### config.mk
export PLATFORM = sky130hd
export DESIGN_NAME = llc_ctrl_regfile
export DESIGN_NICKNAME = d
export VERILOG_FILES = /design/src/rtl/llc_ctrl_regfile_pkg.sv /design/src/rtl/llc_sc_flag.sv /design/src/rtl/llc_ctrl_regfile.sv
export SDC_FILE = /design/constraint.sdc
export NUM_CORES = 1
export LEC_CHECK = 0
export ABC_AREA = 1
export BUFFER_PORTS_ARGS = -buffer_cell sky130_fd_sc_hd__buf_2
export CAP_MARGIN = 10
export CORE_MARGIN = 4
export CORE_UTILIZATION = 35
export CTS_CLUSTER_SIZE = 40
export DETAILED_ROUTE_END_ITERATION = 16
export SLEW_MARGIN = 20
export SYNTH_ARGS = -nofsm -noshare
export SYNTH_HDL_FRONTEND = slang
export SYNTH_SLANG_ARGS = --single-unit
export TNS_END_PERCENT = 10
### constraint.sdc
create_clock -name clk -period 2.8 [get_ports clk]
set_clock_uncertainty 0.1 [all_clocks]
set_input_delay 0.7 -clock clk [delete_from_list [all_inputs] [get_ports clk]]
set_output_delay 0.7 -clock clk [all_outputs]
set_load 0.1 [all_outputs]
### src/rtl/llc_ctrl_regfile_pkg.sv
// Shared constants and types for the LLC control register file.
// Latency: n/a (declarations only).
// Backpressure: n/a.
package llc_ctrl_regfile_pkg;

   // MSHR sizing; the counter must hold 0..LLC_N_MSHR inclusive.
   localparam int LLC_N_MSHR       = 4;
   localparam int LLC_MSHR_BITS_P1 = $clog2(LLC_N_MSHR + 1);

   // Control flag count and bit positions inside the flag vector.
   localparam int LLC_N_CTRL_FLAGS         = 5;
   localparam int LLC_FLG_EVICT_STALL      = 0;
   localparam int LLC_FLG_SET_CONFLICT     = 1;
   localparam int LLC_FLG_REQ_IN_STALLED_V = 2;
   localparam int LLC_FLG_UPDATE_EVICT_WAY = 3;
   localparam int LLC_FLG_SPARE            = 4;

   // Default decode-time auto-clear: only update_evict_way.
   localparam logic [LLC_N_CTRL_FLAGS-1:0] LLC_DECODE_CLR_MASK_DFLT =
      LLC_N_CTRL_FLAGS'(1) << LLC_FLG_UPDATE_EVICT_WAY;

   // Named view of the default flag vector (MSB first = highest index).
   typedef struct packed {
      logic spare;
      logic update_evict_way;
      logic req_in_stalled_valid;
      logic set_conflict;
      logic evict_stall;
   } llc_ctrl_flags_t;

endpackage

### src/rtl/llc_sc_flag.sv
// Single set/clear control flop; clear beats set.
// Latency: a pulse in cycle N is visible at q in cycle N+1.
// Backpressure: none; set/clr are level-sampled every cycle.
module llc_sc_flag #(
   parameter logic RST_VAL = 1'b0
) (
   input  logic clk,
   input  logic rst,
   input  logic set,
   input  logic clr,
   output logic q
);

   // Reset, then clear, then set, otherwise hold.
   always_ff @(posedge clk) begin
      if (rst)      q <= RST_VAL;
      else if (clr) q <= 1'b0;
      else if (set) q <= 1'b1;
   end

endmodule

### src/rtl/llc_ctrl_regfile.sv
// LLC control register file: set/clear flags, saturating MSHR credits, low watermark.
// Latency: every trigger is visible on the outputs one cycle later; outputs are registered.
// Backpressure: none; dropped allocs/frees hold the count (sticky errors with LLC_CTRL_REGFILE_ERR_EN).
module llc_ctrl_regfile
   import llc_ctrl_regfile_pkg::*;
#(
   parameter int                  N_FLAGS         = LLC_N_CTRL_FLAGS,
   parameter int                  N_MSHR          = LLC_N_MSHR,
   parameter int                  CNT_W           = $clog2(N_MSHR + 1),
   parameter logic [N_FLAGS-1:0]  FLAG_RST_VAL    = '0,
   parameter logic [N_FLAGS-1:0]  DECODE_CLR_MASK = N_FLAGS'(LLC_DECODE_CLR_MASK_DFLT)
) (
   input  logic               clk,
   input  logic               rst,
   input  logic               decode_en,
   input  logic [N_FLAGS-1:0] flag_set,
   input  logic [N_FLAGS-1:0] flag_clr,
   input  logic               mshr_alloc,
   input  logic               mshr_free,
   input  logic               wm_clr,
`ifdef LLC_CTRL_REGFILE_ERR_EN
   input  logic               err_clr,
   output logic               err_underflow,
   output logic               err_overflow,
`endif
   output logic [N_FLAGS-1:0] flags,
   output logic [CNT_W-1:0]   mshr_cnt,
   output logic               mshr_none_free,
   output logic               mshr_all_free,
   output logic [CNT_W-1:0]   mshr_low_wm
);

   localparam logic [CNT_W-1:0] FULL = CNT_W'(N_MSHR);

   logic [CNT_W-1:0] cnt_nxt;
   logic [CNT_W-1:0] wm_nxt;
   logic             alloc_only;
   logic             free_only;

   // One independent set/clear flop per flag; decode_en folds into the clear.
   for (genvar i = 0; i < N_FLAGS; i++) begin : g_flag
      llc_sc_flag #(
         .RST_VAL (FLAG_RST_VAL[i])
      ) u_flag (
         .clk (clk),
         .rst (rst),
         .set (flag_set[i]),
         .clr (flag_clr[i] | (decode_en & DECODE_CLR_MASK[i])),
         .q   (flags[i])
      );
   end

   assign alloc_only = mshr_alloc & ~mshr_free;
   assign free_only  = mshr_free & ~mshr_alloc;

   // Saturating credit update; simultaneous alloc+free is net zero, even at the bounds.
   always_comb begin
      cnt_nxt = mshr_cnt;
      if (alloc_only && (mshr_cnt != '0))
         cnt_nxt = mshr_cnt - CNT_W'(1);
      else if (free_only && (mshr_cnt != FULL))
         cnt_nxt = mshr_cnt + CNT_W'(1);
   end

   // Watermark tracks the post-update count so wm_clr+alloc lands on the new value.
   always_comb begin
      wm_nxt = mshr_low_wm;
      if (wm_clr)                    wm_nxt = cnt_nxt;
      else if (cnt_nxt < mshr_low_wm) wm_nxt = cnt_nxt;
   end

   // Counter and watermark registers.
   always_ff @(posedge clk) begin
      if (rst) begin
         mshr_cnt    <= FULL;
         mshr_low_wm <= FULL;
      end else begin
         mshr_cnt    <= cnt_nxt;
         mshr_low_wm <= wm_nxt;
      end
   end

   // Status decodes look only at the registered count.
   assign mshr_none_free = (mshr_cnt == '0);
   assign mshr_all_free  = (mshr_cnt == FULL);

`ifdef LLC_CTRL_REGFILE_ERR_EN
   logic underflow_evt;
   logic overflow_evt;

   assign underflow_evt = alloc_only & (mshr_cnt == '0);
   assign overflow_evt  = free_only & (mshr_cnt == FULL);

   // Sticky errors; a new event in the same cycle as err_clr keeps the bit set.
   always_ff @(posedge clk) begin
      if (rst) begin
         err_underflow <= 1'b0;
         err_overflow  <= 1'b0;
      end else begin
         err_underflow <= underflow_evt | (err_underflow & ~err_clr);
         err_overflow  <= overflow_evt  | (err_overflow  & ~err_clr);
      end
   end

`ifndef SYNTHESIS
   // The controller should never issue an alloc with no credit or a surplus free.
   a_no_credit_err: assert property (@(posedge clk) disable iff (rst)
                                     !(underflow_evt || overflow_evt));
`endif
`endif

endmodule

==> out/results.md <==
| Metric | This run | Unit |
| --- | --- | --- |
| Synth-to-layout area growth | 23.7 | % |
| Global-route congestion overflow total | 0 | - |
| Setup repair after global routing missed its margin | no | - |
| First-pass GRT wire length | 2330 | um |
| Detailed placer's ending HPWL | 1060 | um |
| Setup Crit Path Kind | flip-flop to flip-flop | - |
| Biggest area consumer among synthesized cells | sky130_fd_sc_hd__dfxtp_1 | - |
| Setup Total Neg Slack | 0 | ps |
| Top-Level Pins | 29 | - |
| Endpoint of the worst hold path | g_flag[0].u_flag.q$_SDFFE_PP0P_ | - |
| Worst Hold Path Cells | 2 | - |
| Slew of the pin with the lowest slew margin | 489 | ps |
| Worst EP required | 2860 | ps |
| Clock Latency Late Sink | 260 | ps |
| Worst-case reg-to-reg path depth | 13 | - |
| Number of nets at the end of the flow | 135 | - |
| Highest ir drop seen on vdd | 0.275 | mV |
| Post-detailed-route via-to-cell ratio | 4.39 | - |
| Starting DRC count in detailed routing | 4 | - |
| Starting density of the core | 37.6 | % |
| Floorplan Core Area | 1750 | um2 |
| R2r setup slk | 470 | ps |
| Family of cells with the greatest summed delay on the critical path | simple AND/OR/NAND/NOR gates | - |
| Number of gates given a new drive strength after cts | 0 | - |
| Endpoint of the worst-slack reg-to-reg timing path | mshr_low_wm[0]$_SDFFE_PP0P_ | - |
| Final routed DRC violation total | 0 | - |
| Drt wl/cell | 9.23 | um |
| Fraction of layout instances using a drive strength above 1 | 41.6 | % |
| Worst stage delay on the critical path | 360 | ps |
| PD cells | 741 | nW/um2 |
| Count of final setup violators | 0 | - |
| Pleak | 0.449 | nW |
| Number of I/O port buffers | 28 | - |
| Crit path time final | 2330 | ps |
| Outcome | completed | - |
| Hold Path Origin | g_flag[0].u_flag.q$_SDFFE_PP0P_ | - |
| Synthesized cell area | 656 | um2 |
| Detailed Route WL | 1270 | um |
| Post-cts hold buffer count | 0 | - |
| Data arrival time of the critical path | 2390 | ps |
| List of cells traversed by the critical path | inv_1 -> ha_1 -> nand2_1 -> nand3_2 -> nand2_2 -> o21ai_1 -> nor3_2 -> nor2_2 -> ha_1 -> a21oi_1 -> nand2_4 -> a21oi_1 -> nor2_1 | - |
| Met2 routed WL | 572 | um |
| Post-synthesis net count | 108 | - |
| Antenna diode instance count | 0 | - |
| Overall track demand over capacity in global routing | 11.3 | % |
| Primary flip-flop cell chosen by synthesis mapping | sky130_fd_sc_hd__dfxtp_1 | - |
| Share of synthesized flip-flops with an asynchronous set or reset | 0 | % |
| Bufs on Longest Clock Path | 2 | - |
| Clock root buffer master | sky130_fd_sc_hd__clkbuf_4 | - |
| Largest cells by area after synthesis | sky130_fd_sc_hd__dfxtp_1 (34%), sky130_fd_sc_hd__ha_1 (9.5%), sky130_fd_sc_hd__inv_1 (7.4%) | - |
| Detailed-router iteration count before antenna repair | 3 | - |
| Worst-path cell with the longest stage delay | sky130_fd_sc_hd__dfxtp_2 | - |
| Top routing layer used | met4 | - |
| Maximum number of pins on one net before global-route repair | 9 | - |
| CP endpoint kind | flip-flop | - |
| Startpoint of the worst-slack reg-to-reg timing path | mshr_cnt[0]$_SDFF_PP0_ | - |
| Critical path peak fanout | 6 | - |
| CTS tree | built | - |
| Number of global-route vias before repair | 628 | - |
| Number of max-capacitance violations reported | 0 | - |
| Slew Limit Fails | 0 | - |
| Antenna-violating nets left | 0 | - |
| Worst slew margin | 67.6 | % |
| EDFF count, synth | 0 | - |
| Start point of the critical path | mshr_cnt[0]$_SDFF_PP0_ | - |
| Share of the synthesized area in the top cell type | 33.6 | % |
| Clock sink count | 11 | - |
| Die Span Y | 51.3 | um |
| Post-CTS repair timing setup buffer count | 0 | - |
| Upper clock frequency limit | 0.428 | GHz |
| Final Hold Vio Count | 0 | - |
| Leading cell type by number of instances after synthesis | sky130_fd_sc_hd__inv_1 | - |
| Placer Congestion | 0.799 | - |
| Die Outline Area | 2630 | um2 |
| Total length of routed met3 wires | 111 | um |
| Die W | 51.3 | um |
| Syn avg cell area | 7.54 | um2 |
| Setup crit start kind | flip-flop | - |
| Share of the clock period used by the worst path | 83.4 | % |
| Number of CTS-inserted buffers | 3 | - |
| Post-route non-filler standard cell count | 138 | - |
| Worst min-delay path category | flip-flop to flip-flop | - |
| Post-synth cell types | 20 | - |
| Sequential cell area fraction in the yosys report | 33.6 | % |
| Buffering stage count on the worst path with inverters included | 1 | - |
| Sum of routed wire segments on met1 | 580 | um |
| Clk slew on worst S/H paths | 70 | ps |
| Initial antenna violation count | 0 | - |
| Core Rows | 15 | - |
| CTS H-Tree Depth | 1 | - |
| Dpl cells | 134 | - |
| Ys Warns | 0 | - |
| Gate count of the mapped netlist | 87 | - |
| Top cells by count, synth | sky130_fd_sc_hd__inv_1 (13), sky130_fd_sc_hd__dfxtp_1 (11), sky130_fd_sc_hd__nand2_1 (10) | - |
| Vias post-DR | 606 | - |
| #FFs+latches synth | 11 | - |
[worst max path at each step]
stage | depth (start not counted) | slack [ps] | endpoint
floorplan | 13 | 150 | mshr_low_wm[0]$_SDFFE_PP0P_
global placement | 12 | 340 | mshr_low_wm[1]$_SDFFE_PP0P_
detailed placement | 12 | 270 | mshr_low_wm[0]$_SDFFE_PP0P_
CTS | 13 | 440 | mshr_low_wm[1]$_SDFFE_PP0P_
global route | 13 | 220 | mshr_low_wm[1]$_SDFFE_PP0P_
finish | 13 | 470 | mshr_low_wm[0]$_SDFFE_PP0P_
[worst register-to-register path, delay by kind of cell, from the launching register on]
family | cells | cell delay (ps)
buf+inv | 1 | 90
flops | 1 | 360
compound gates | 3 | 460
simple gates | 7 | 710
fa+ha+maj | 2 | 520
[registers in the layout, indices dropped and copies added, names as in the netlist]
register	cells
mshr_low_wm	3
g_flag.u_flag.q	5
mshr_cnt	3
[cell usage in the layout, fill, tap and decap left out, drive strengths merged, types with 2 or more instances in the layout]
master and instances:
buf 28, nor3 5, nand3 8, nor2 11, ha 5, a21oi 5
clkbuf 4, o21ai 2, nand2 16, dfxtp 11, inv 15
[per-stage QoR]
| stage | setup WS, ps | utilization [%] | power (mW) | hold WS, ps | cell area, um2 |
|---|---|---|---|---|---|
| 2_1_floorplan | 148 | - | 0.456 | 367 | 658 |
| 3_3_place_gp | 342 | 44.9 | 0.498 | 373 | 785 |
| 3_5_place_dp | 270 | 44.9 | 0.501 | 378 | 785 |
| 4_1_cts | 435 | 46.5 | 0.610 | 392 | 811 |
| 5_1_grt | 217 | 46.5 | 0.648 | 425 | 811 |
| 6_report | 466 | 46.5 | 0.601 | 388 | 811 |
[layout make-up]
| class | instances | area, um2 |
|---|---|---|
| inverters | 15 | 56.3 |
| repair buffers | 28 | 140 |
| fillers | 196 | 935 |
| well taps | 25 | 31.3 |
| flip-flops and latches | 11 | 223 |
| clock buffers | 4 | 26.3 |
| multi-input cells | 55 | 334 |
[per-layer routing]
layer	GRT usage (%)	vias up
li1	-	323
met1	14.1	258
met2	18.9	23
met3	3.79	2
met4	2.62	0
met5	0	-
[cells by family after synthesis]
family                     Yosys count  share of synthesized area, %
DFF                                 11                          33.6
adders and majority gates            5                          9.54
buffers and inverters               21                          15.5
and+or+nand+nor                     41                          34.0
AOI/OAI and AO/OA                    9                          7.44
[power by group]
part,switching [mW],internal [mW],leakage [nW]
Combinational,0.239,0.0705,0.343
Clock,0.0505,0.0550,0.0150
Sequential,0.0120,0.174,0.0913
Note: power is estimated with default switching activity, not from simulation.
